File: src/rtl/gtwizard_0_check_pkg.sv
// Shared types and widths for the GT link check sequencer.
package gtwizard_0_check_pkg;

  localparam int TIMER_W = 24;
  localparam int ERR_W   = 16;

  typedef enum logic [2:0] {
    ST_IDLE      = 3'd0,
    ST_GT_RST    = 3'd1,
    ST_WAIT_GT   = 3'd2,
    ST_CHK_RST   = 3'd3,
    ST_WAIT_LOCK = 3'd4,
    ST_RUN       = 3'd5,
    ST_DONE      = 3'd6
  } chk_state_e;

  // Error total accumulate that pins at all-ones instead of wrapping.
  function automatic logic [ERR_W-1:0] sat_add(input logic [ERR_W-1:0] a, input logic [7:0] b);
    logic [ERR_W:0] s;
    s = {1'b0, a} + {{(ERR_W-7){1'b0}}, b};
    return s[ERR_W] ? {ERR_W{1'b1}} : s[ERR_W-1:0];
  endfunction

endpackage

File: src/rtl/gtwizard_0_check_timer.sv
// Shared down-timer: load a value, count to zero, flag zero as expired.
module gtwizard_0_check_timer
  import gtwizard_0_check_pkg::*;
(
  input  logic               clk_i,
  input  logic               rst_i,
  input  logic               load_i,
  input  logic [TIMER_W-1:0] value_i,
  output logic               expired_o
);

  logic [TIMER_W-1:0] cnt_q;

  // Reload wins; otherwise count down and park at zero.
  always_ff @(posedge clk_i or posedge rst_i) begin
    if (rst_i)               cnt_q <= '0;
    else if (load_i)         cnt_q <= value_i;
    else if (cnt_q != '0)    cnt_q <= cnt_q - 1'b1;
  end

  assign expired_o = (cnt_q == '0);

endmodule

File: src/rtl/gtwizard_0_gt_check_sequencer.sv
// GT RX bring-up and link check sequencer: resets the GT and frame checker,
// waits for lock, runs a timed error-count window, retries on failure.
module gtwizard_0_gt_check_sequencer
  import gtwizard_0_check_pkg::*;
#(
  parameter int GT_RESET_CYCLES    = 16,
  parameter int CHECK_RESET_CYCLES = 8,
  parameter int LOCK_TIMEOUT       = 65536,
  parameter int TEST_CYCLES        = 1000000,
  parameter int MAX_RETRIES        = 3,
  parameter int ERROR_THRESHOLD    = 0
) (
  input  logic             USER_CLK,
  input  logic             SYSTEM_RESET,
  input  logic             START_IN,
  input  logic             ABORT_IN,
  input  logic             GT_RESET_DONE_IN,
  input  logic             TRACK_DATA_IN,
  input  logic [7:0]       ERROR_COUNT_IN,
  output logic             GT_RX_RESET_OUT,
  output logic             CHECK_RESET_OUT,
  output logic             BUSY_OUT,
  output logic             DONE_OUT,
  output logic             PASS_OUT,
  output logic [3:0]       ATTEMPT_COUNT_OUT,
  output logic [ERR_W-1:0] ERROR_TOTAL_OUT,
  output logic [2:0]       STATE_OUT
);

  // Timer holds N-1 on entry so a state with an N-cycle budget spends N cycles.
  localparam logic [TIMER_W-1:0] GT_LD   = TIMER_W'(GT_RESET_CYCLES - 1);
  localparam logic [TIMER_W-1:0] CHK_LD  = TIMER_W'(CHECK_RESET_CYCLES - 1);
  localparam logic [TIMER_W-1:0] LOCK_LD = TIMER_W'(LOCK_TIMEOUT - 1);
  localparam logic [TIMER_W-1:0] RUN_LD  = TIMER_W'(TEST_CYCLES - 1);

  chk_state_e         state_q, state_d;
  // One extra bit so MAX_RETRIES=15 can reach a 16th attempt without wrapping.
  logic [4:0]         att_q, att_d;
  logic [7:0]         prev_q;
  logic [7:0]         delta;
  logic [ERR_W-1:0]   tot_run;
  logic               fail, pass_d;
  logic               tmr_load, tmr_exp;
  logic [TIMER_W-1:0] tmr_val;

  gtwizard_0_check_timer u_timer (
    .clk_i     (USER_CLK),
    .rst_i     (SYSTEM_RESET),
    .load_i    (tmr_load),
    .value_i   (tmr_val),
    .expired_o (tmr_exp)
  );

  // Next-state decision, attempt bookkeeping and timer reload on every state change.
  always_comb begin
    delta   = ERROR_COUNT_IN - prev_q;
    tot_run = sat_add(ERROR_TOTAL_OUT, delta);
    state_d = state_q;
    fail    = 1'b0;
    pass_d  = 1'b0;
    case (state_q)
      ST_IDLE:      if (START_IN) state_d = ST_GT_RST;
      ST_GT_RST:    if (tmr_exp) state_d = ST_WAIT_GT;
      ST_WAIT_GT:   if (GT_RESET_DONE_IN) state_d = ST_CHK_RST;
      ST_CHK_RST:   if (tmr_exp) state_d = ST_WAIT_LOCK;
      ST_WAIT_LOCK: if (TRACK_DATA_IN) state_d = ST_RUN;
                    else if (tmr_exp) fail = 1'b1;
      // Failure outranks the window end landing on the same cycle.
      ST_RUN:       if (!TRACK_DATA_IN || 32'(tot_run) > ERROR_THRESHOLD) fail = 1'b1;
                    else if (tmr_exp) begin
                      state_d = ST_DONE;
                      pass_d  = 1'b1;
                    end
      ST_DONE:      if (!START_IN) state_d = ST_IDLE;
      default:      state_d = ST_IDLE;
    endcase
    if (fail) state_d = (32'(att_q) <= MAX_RETRIES) ? ST_GT_RST : ST_DONE;
    if (ABORT_IN && state_q != ST_IDLE && state_q != ST_DONE) begin
      state_d = ST_DONE;
      pass_d  = 1'b0;
      fail    = 1'b0;
    end

    att_d = att_q;
    if (state_q == ST_IDLE && state_d == ST_GT_RST) att_d = 5'd1;
    else if (fail && state_d == ST_GT_RST)          att_d = att_q + 5'd1;

    tmr_load = (state_d != state_q);
    case (state_d)
      ST_GT_RST:    tmr_val = GT_LD;
      ST_CHK_RST:   tmr_val = CHK_LD;
      ST_WAIT_LOCK: tmr_val = LOCK_LD;
      ST_RUN:       tmr_val = RUN_LD;
      default:      tmr_val = '0;
    endcase
  end

  // State plus all outputs, each registered from the decided next state.
  always_ff @(posedge USER_CLK or posedge SYSTEM_RESET) begin
    if (SYSTEM_RESET) begin
      state_q           <= ST_IDLE;
      att_q             <= '0;
      prev_q            <= '0;
      GT_RX_RESET_OUT   <= 1'b0;
      CHECK_RESET_OUT   <= 1'b1;
      BUSY_OUT          <= 1'b0;
      DONE_OUT          <= 1'b0;
      PASS_OUT          <= 1'b0;
      ATTEMPT_COUNT_OUT <= '0;
      ERROR_TOTAL_OUT   <= '0;
    end else begin
      state_q           <= state_d;
      att_q             <= att_d;
      ATTEMPT_COUNT_OUT <= (att_d > 5'd15) ? 4'hF : att_d[3:0];
      GT_RX_RESET_OUT   <= (state_d == ST_GT_RST);
      CHECK_RESET_OUT   <= !(state_d == ST_WAIT_LOCK || state_d == ST_RUN);
      BUSY_OUT          <= (state_d != ST_IDLE && state_d != ST_DONE);
      if (state_q == ST_IDLE && state_d == ST_GT_RST) begin
        DONE_OUT <= 1'b0;
        PASS_OUT <= 1'b0;
      end
      if (state_q != ST_DONE && state_d == ST_DONE) begin
        DONE_OUT <= 1'b1;
        PASS_OUT <= pass_d;
      end
      // Baseline the checker counter on RUN entry, then integrate deltas.
      if (state_q == ST_WAIT_LOCK && state_d == ST_RUN) begin
        prev_q          <= ERROR_COUNT_IN;
        ERROR_TOTAL_OUT <= '0;
      end else if (state_q == ST_RUN) begin
        prev_q          <= ERROR_COUNT_IN;
        ERROR_TOTAL_OUT <= tot_run;
      end
    end
  end

  assign STATE_OUT = state_q;

endmodule

File: config.mk
export PLATFORM = sky130hd
export DESIGN_NAME = gtwizard_0_gt_check_sequencer
export DESIGN_NICKNAME = d
export VERILOG_FILES = /design/src/rtl/gtwizard_0_check_pkg.sv /design/src/rtl/gtwizard_0_check_timer.sv /design/src/rtl/gtwizard_0_gt_check_sequencer.sv
export SDC_FILE = /design/constraint.sdc
export NUM_CORES = 1
export LEC_CHECK = 0
export BUFFER_PORTS_ARGS = -buffer_cell sky130_fd_sc_hd__buf_2
export CAP_MARGIN = 20
export CORE_MARGIN = 4
export CORE_UTILIZATION = 45
export DETAILED_ROUTE_END_ITERATION = 10
export PLACE_DENSITY_LB_ADDON = 0.12
export SLEW_MARGIN = 20
export SYNTH_ARGS = -nofsm -noshare
export SYNTH_HDL_FRONTEND = slang
export SYNTH_SLANG_ARGS = --single-unit
File: constraint.sdc
create_clock -name USER_CLK -period 5.4 [get_ports USER_CLK]
set_input_delay 0.54 -clock USER_CLK [delete_from_list [all_inputs] [get_ports USER_CLK]]
set_output_delay 0.54 -clock USER_CLK [all_outputs]
set_load 0.01 [all_outputs]
Word-level counts from Yosys, hierarchy flattened
Cells that the tools add are included.
Storage, ports and cells
  bits in registers: 65
  input port bits: 14
  output and inout port bits: 28
Operators by class
  add/sub/neg operators: 4
  magnitude comparators: 3
  equal/unequal tests: 14
  muxes and demuxes: 34
  reduce and logical (&&, ||, !) cells: 19
Operators by type and width (number)
  20-bit case mux with 4 select lines: 1
  16-bit 2-to-1 mux: 3
  24-bit 2-to-1 mux: 2
  3-bit 2-to-1 mux: 11
  24-bit zero test: 1
  24-bit nonzero test: 1
  24-bit by 1-bit subtractor with 24-bit output (second input constant): 1
  3-bit case mux with 7 select lines: 1
  3-bit == test (second input constant): 6
  16-bit by 8-bit adder with 17-bit output: 1
  16-bit by 1-bit greater-than comparator with 1-bit output (second input constant): 1
  8-bit 2-to-1 mux: 2
  1-bit 2-to-1 mux: 10
  5-bit 2-to-1 mux: 2
  3-bit by 2-bit == test with 1-bit output (second input constant): 3
  8-bit subtractor: 1
  1-bit logical AND: 7
  3-bit by 1-bit == test with 1-bit output (second input constant): 2
  3-bit != test (second input constant): 2
  2-bit nonzero test: 3
  3-bit nonzero test: 2
  5-bit by 1-bit adder with 5-bit output (second input constant): 1
  5-bit by 4-bit greater-than comparator with 1-bit output (second input constant): 1
  5-bit by 2-bit less-or-equal comparator with 1-bit output (second input constant): 1
  6 further kinds: 8

Longest topological paths before layout
  word-level depth: 15
  depth in mapped cells: 23
  depth with buffers taken out: 21

Modules after synthesis
Synthesis repeated with hierarchy kept, for this count alone.
Unflattened totals
  cell total of the unflattened synthesis: 526
  area, all modules: 4556.9 um^2
By module, submodules not included
  gtwizard_0_gt_check_sequencer: times used 1, cells an instance 348, area each 2975.4 um^2, seq. area each 1027.2 um^2
  gtwizard_0_check_timer: times used 1, cells an instance 178, area each 1581.5 um^2, seq. area each 600.6 um^2

Worst setup path after synthesis
OpenSTA, ideal clock, no wires.
  path kind: input to register
  start: input ERROR_COUNT_IN[0]
  end: register u_timer.cnt_q[12]
  data arrival time: 4.621 ns
  required time: 5.336 ns
  slack: 0.714 ns
  stages: 22
  path buffers: 2
  cells stage by stage: inv_1 ha_1 inv_1 fa_1 nand2_1 nand2_1 a21oi_1 o21bai_1 a21oi_1 xnor2_1 ha_1 clkbuf_1 a21o_1 a21oi_1 o21ai_0 o2bb2ai_2 nand4_2 o21a_1 or4_1 or4_1 buf_2 a21bo_1
Between the ends
  cells in the longest elaborated chain, start to end: 12
RTL lines
  start, declared: RTL line gtwizard_0_gt_check_sequencer.sv:19  | input logic [7:0] ERROR_COUNT_IN,
  8-bit subtractor (*): RTL line gtwizard_0_gt_check_sequencer.sv:56  | delta = ERROR_COUNT_IN - prev_q;
  16-bit by 8-bit adder with 17-bit output (*): RTL line gtwizard_0_check_pkg.sv:20  | s = {1'b0, a} + {{(ERR_W-7){1'b0}}, b};
  16-bit 2-to-1 mux (*): RTL line gtwizard_0_check_pkg.sv:21  | return s[ERR_W] ? {ERR_W{1'b1}} : s[ERR_W-1:0];
  16-bit by 1-bit greater-than comparator with 1-bit output (*): RTL line gtwizard_0_gt_check_sequencer.sv:69  | ST_RUN: if (!TRACK_DATA_IN || 32'(tot_run) > ERROR_THRESHOLD) fail = 1'b1;
  1-bit logical OR (*): RTL line gtwizard_0_gt_check_sequencer.sv:69
  3-bit 2-to-1 mux / 1-bit 2-to-1 mux (equally long branches): RTL line gtwizard_0_gt_check_sequencer.sv:69
  3-bit case mux with 7 select lines / 1-bit case mux with 2 select lines (equally long branches): RTL line gtwizard_0_gt_check_sequencer.sv:61  | case (state_q)
  3-bit 2-to-1 mux (*): RTL line gtwizard_0_gt_check_sequencer.sv:77  | if (fail) state_d = (32'(att_q) <= MAX_RETRIES) ? ST_GT_RST : ST_DONE;
  3-bit 2-to-1 mux (*): RTL line gtwizard_0_gt_check_sequencer.sv:78  | if (ABORT_IN && state_q != ST_IDLE && state_q != ST_DONE) begin
  3-bit == test, or another cell as far along: RTL line gtwizard_0_gt_check_sequencer.sv:89  | case (state_d)
  20-bit case mux with 4 select lines: RTL line gtwizard_0_gt_check_sequencer.sv:89
  24-bit 2-to-1 mux: RTL line gtwizard_0_check_timer.sv:17  | else if (load_i) cnt_q <= value_i;
  end signal, assigned: RTL line gtwizard_0_check_timer.sv:17
  end signal, assigned: RTL line gtwizard_0_check_timer.sv:18  | else if (cnt_q != '0) cnt_q <= cnt_q - 1'b1;
  end, declared: RTL line gtwizard_0_check_timer.sv:12  | logic [TIMER_W-1:0] cnt_q;
Every way passes the cells marked *; elsewhere a longest branch is shown, timed or not.
A chain may end at the register's enable or synchronous reset.

Worst setup path in the final report
Same ends and word-level chain as after synthesis.

==> run summary <==
Max-Cap Viols - 0
pin count of the biggest net entering global routing - 66
Area Growth Syn to Fin - 11.12%
sequential share of the synthesized area - 37.11%
FMAX - 0.2032 GHz
CTS sink count - 65
Worst-path clk slew - 0.09 ns
Synth Instances - 507
nets@finish - 574
Clk pwr share - 10.9%
GRT overflow - 0
row cnt - 35
per-cell routed wire length - 15.94 um
syn avg cell area - 8.652 um2
core area - 0.009371 mm2
post-cts sizing count - 0
placed cell count - 658
Crit Reg-Reg Startpoint - prev_q[0]$_DFFE_PP0P_
H-tree levels - 3
HP Class - in2async
part of the power in registers - 24.1%
antenna violations before repair - 0
Detail Placement HPWL - 7616 um
FF+latch count, synth - 65
Pwr Total - 3.614 mW
Starting DRT DRC Count - 210
TritonCTS clock tree - built
crit path kind - in2reg
final-report max-slew violation count - 0
Residual DRC - 0
Required @ worst endpoint - 5.69 ns
Critical Path Sink Type - flip-flop
Cell Area, Synth - 0.004387 mm2
IO Port Bufs - 41
Finished Layout Cells - 674
Setup Buffers After CTS - 0
path depth of the worst reg2reg path - 20
cts hold-fix bufs - 0
Via Count - 3,879
Slew @ Worst Pin - 0.8262 ns
crit-path max FO - 8
Mapped Nets - 541
DRT Wirelength - 10,750 um
clk_skew - 0.01119 ns
CP Launch Type - primary input
Setup TNS - 0 ns
Net Sw Frac - 49.09%
layout cells sized above 1 - 15.78%
share of flip-flops with an asynchronous set or reset - 100.0%
Post-synth EDFFs - 0
fin crit period - 4.922 ns
Overall Global Routing Usage - 19.42%
Initial Util - 46.81%
Reg2Reg Capture Point - u_timer.cnt_q[12]$_DFFE_PP0P_
DR vias/cell - 5.755
hold slack - 0.4391 ns
RSZ-0062 raised after global routing - false
Clock Tree Buf Depth - 2
Leak - 2.191 nW
Synth cell types - 62
die height - 106.7 um
Peak supply drop - 463.5 uV
Worst-Skew Late Latency - 0.34 ns
Final setup viols - 0
Ys Warns - 0
max_slew headroom - 44.92%
Final Hold Viols - 0
CTS root buffer - clkbuf_8
antenna-violating nets left - 0
period utilisation layout - 91.15%
P_int - 1.840 mW
status - finished, final reports clean
number of diodes - 0
drt first pass iters - 7
IO Pins - 42
Num CTS Buffers - 9
routability cong. - 0.8921
Cell Pwr Density - 741.4 mW/mm2
Switching Power - 1.774 mW
Synth Flop Type - dfrtp_1
FF-to-FF setup slack - 0.48 ns
vias in the first global route - 3,666
first-pass GRT wire length - 18,050 um
Die Width - 106.7 um
Arr. time, crit path - 5.21 ns
Gate power share - 64.9%
Die Footprint - 0.01139 mm2
[area by class of cell]
type	count	area, um2
clock inverters	6	42.54
repair buffers	47	250.2
fillers	891	4497
clock buffers	10	137.6
multi-input cells	389	2550
flip-flops and latches	65	1628
well taps	129	161.4
inverters	28	105.1
[Yosys cell counts, types with 9 or more instances]
| library cell | number | area, um2 |
|---|---|---|
| a21oi_1 | 36 | 180.2 |
| clkbuf_1 | 17 | 63.81 |
| dfrtp_1 | 64 | 1602 |
| ha_1 | 18 | 225.2 |
| inv_1 | 28 | 105.1 |
| mux2i_1 | 9 | 90.09 |
| nand2_1 | 36 | 135.1 |
| nand3_1 | 24 | 120.1 |
| nor2_1 | 56 | 210.2 |
| nor3_1 | 19 | 95.09 |
| o21ai_0 | 18 | 90.09 |
| xnor2_1 | 24 | 210.2 |
| xor2_1 | 11 | 96.34 |
[cell families (layout without fill, tap and decap cells)]
family	Yosys count	after routing	share of synthesized area (%)
XOR/XNOR	35	35	6.988
buffers and inverters	53	91	4.877
multiplexers	17	17	4.107
AND/OR/NAND/NOR	199	199	23.36
adder cells (fa/ha/maj)	20	20	6.047
flip-flops	65	65	37.11
AO/OA/AOI/OAI	118	118	17.51
[flip-flops by register name, indices dropped and copies added (netlist names)]
name	flops
STATE_OUT	3
ATTEMPT_COUNT_OUT	4
ERROR_TOTAL_OUT	16
prev_q	8
DONE_OUT	1
CHECK_RESET_OUT	1
att_q	5
PASS_OUT	1
BUSY_OUT	1
u_timer.cnt_q	24
GT_RX_RESET_OUT	1
[per-stage QoR]
step	instance area [um2]	utilization (%)	setup WS, ns
after floorplan	4387	-	0.7144
after global placement	4695	50.09	0.2733
after detailed placement	4695	50.09	0.1596
after CTS	4875	52.02	0.4951
after global routing	4875	52.02	0.1113
final	4875	52.02	0.4780
[placed cells by master, fill, tap and decap left out, types with 5 or more instances in the layout]
cell type and instances:
dfrtp_1 64, nor2_1 56, buf_2 41, a21oi_1 36, nand2_1 36, inv_1 27, nand3_1 24, xnor2_1 24
nor3_1 18, o21ai_0 18, ha_1 18, xor2_1 11, clkbuf_8 10, mux2i_1 9, o21ai_1 8, nand4_1 8
o21a_1 8, mux2_2 8, and3_1 7, nand2b_1 6, a211oi_1 6, o31ai_1 6, or4_1 6, nor4_1 6
buf_4 6, a31oi_1 5, or3_1 5, a311oi_1 5
[how the worst max path moves through the flow]
| stage | to | start | cells past startpoint | slack [ns] |
|---|---|---|---|---|
| global route | u_timer.cnt_q[12]$_DFFE_PP0P_ | prev_q[0]$_DFFE_PP0P_ | 20 | 0.11 |
| global placement | u_timer.cnt_q[12]$_DFFE_PP0P_ | ERROR_COUNT_IN[0] | 22 | 0.27 |
| finish | u_timer.cnt_q[12]$_DFFE_PP0P_ | ERROR_COUNT_IN[0] | 22 | 0.48 |
| floorplan | u_timer.cnt_q[12]$_DFFE_PP0P_ | ERROR_COUNT_IN[0] | 22 | 0.71 |
| CTS | u_timer.cnt_q[12]$_DFFE_PP0P_ | prev_q[0]$_DFFE_PP0P_ | 20 | 0.50 |
| detailed placement | u_timer.cnt_q[12]$_DFFE_PP0P_ | ERROR_COUNT_IN[0] | 22 | 0.16 |
[per-layer routing]
metal	up-vias	global-route usage [%]	part of all wire, %
li1	1879	-	-
met1	1888	26.21	46
met2	101	31.88	48
met3	11	4.094	4.5
met4	0	4.840	1.1
met5	-	0	0
[worst max-delay path: stages]
cell       delay (ns)
buf_2            0.10
inv_1            0.05
ha_1             0.14
inv_1            0.06
fa_1             0.39
nand2_1          0.07
nand2_1          0.05
a21oi_1          0.21
o21bai_1         0.09
a21oi_1          0.18
xnor2_1          0.14
ha_1             0.31
buf_4            0.18
a21o_1           0.20
a21oi_1          0.38
o21ai_0          0.17
o2bb2ai_2        0.18
nand4_2          0.17
o21a_1           0.27
or4_1            0.50
or4_1            0.58
a21bo_1          0.24
[power groups by stage]
stage / clock network, mW / logic [mW] / registers, mW
after floorplan: 0 / 1.83 / 0.852
after global placement: 0 / 2.33 / 0.876
after detailed placement: 0 / 2.33 / 0.882
after CTS: 0.409 / 2.35 / 0.873
after global routing: 0.433 / 2.63 / 0.906
final: 0.396 / 2.35 / 0.873
No activity file was read; power rests on OpenSTA's default activity.
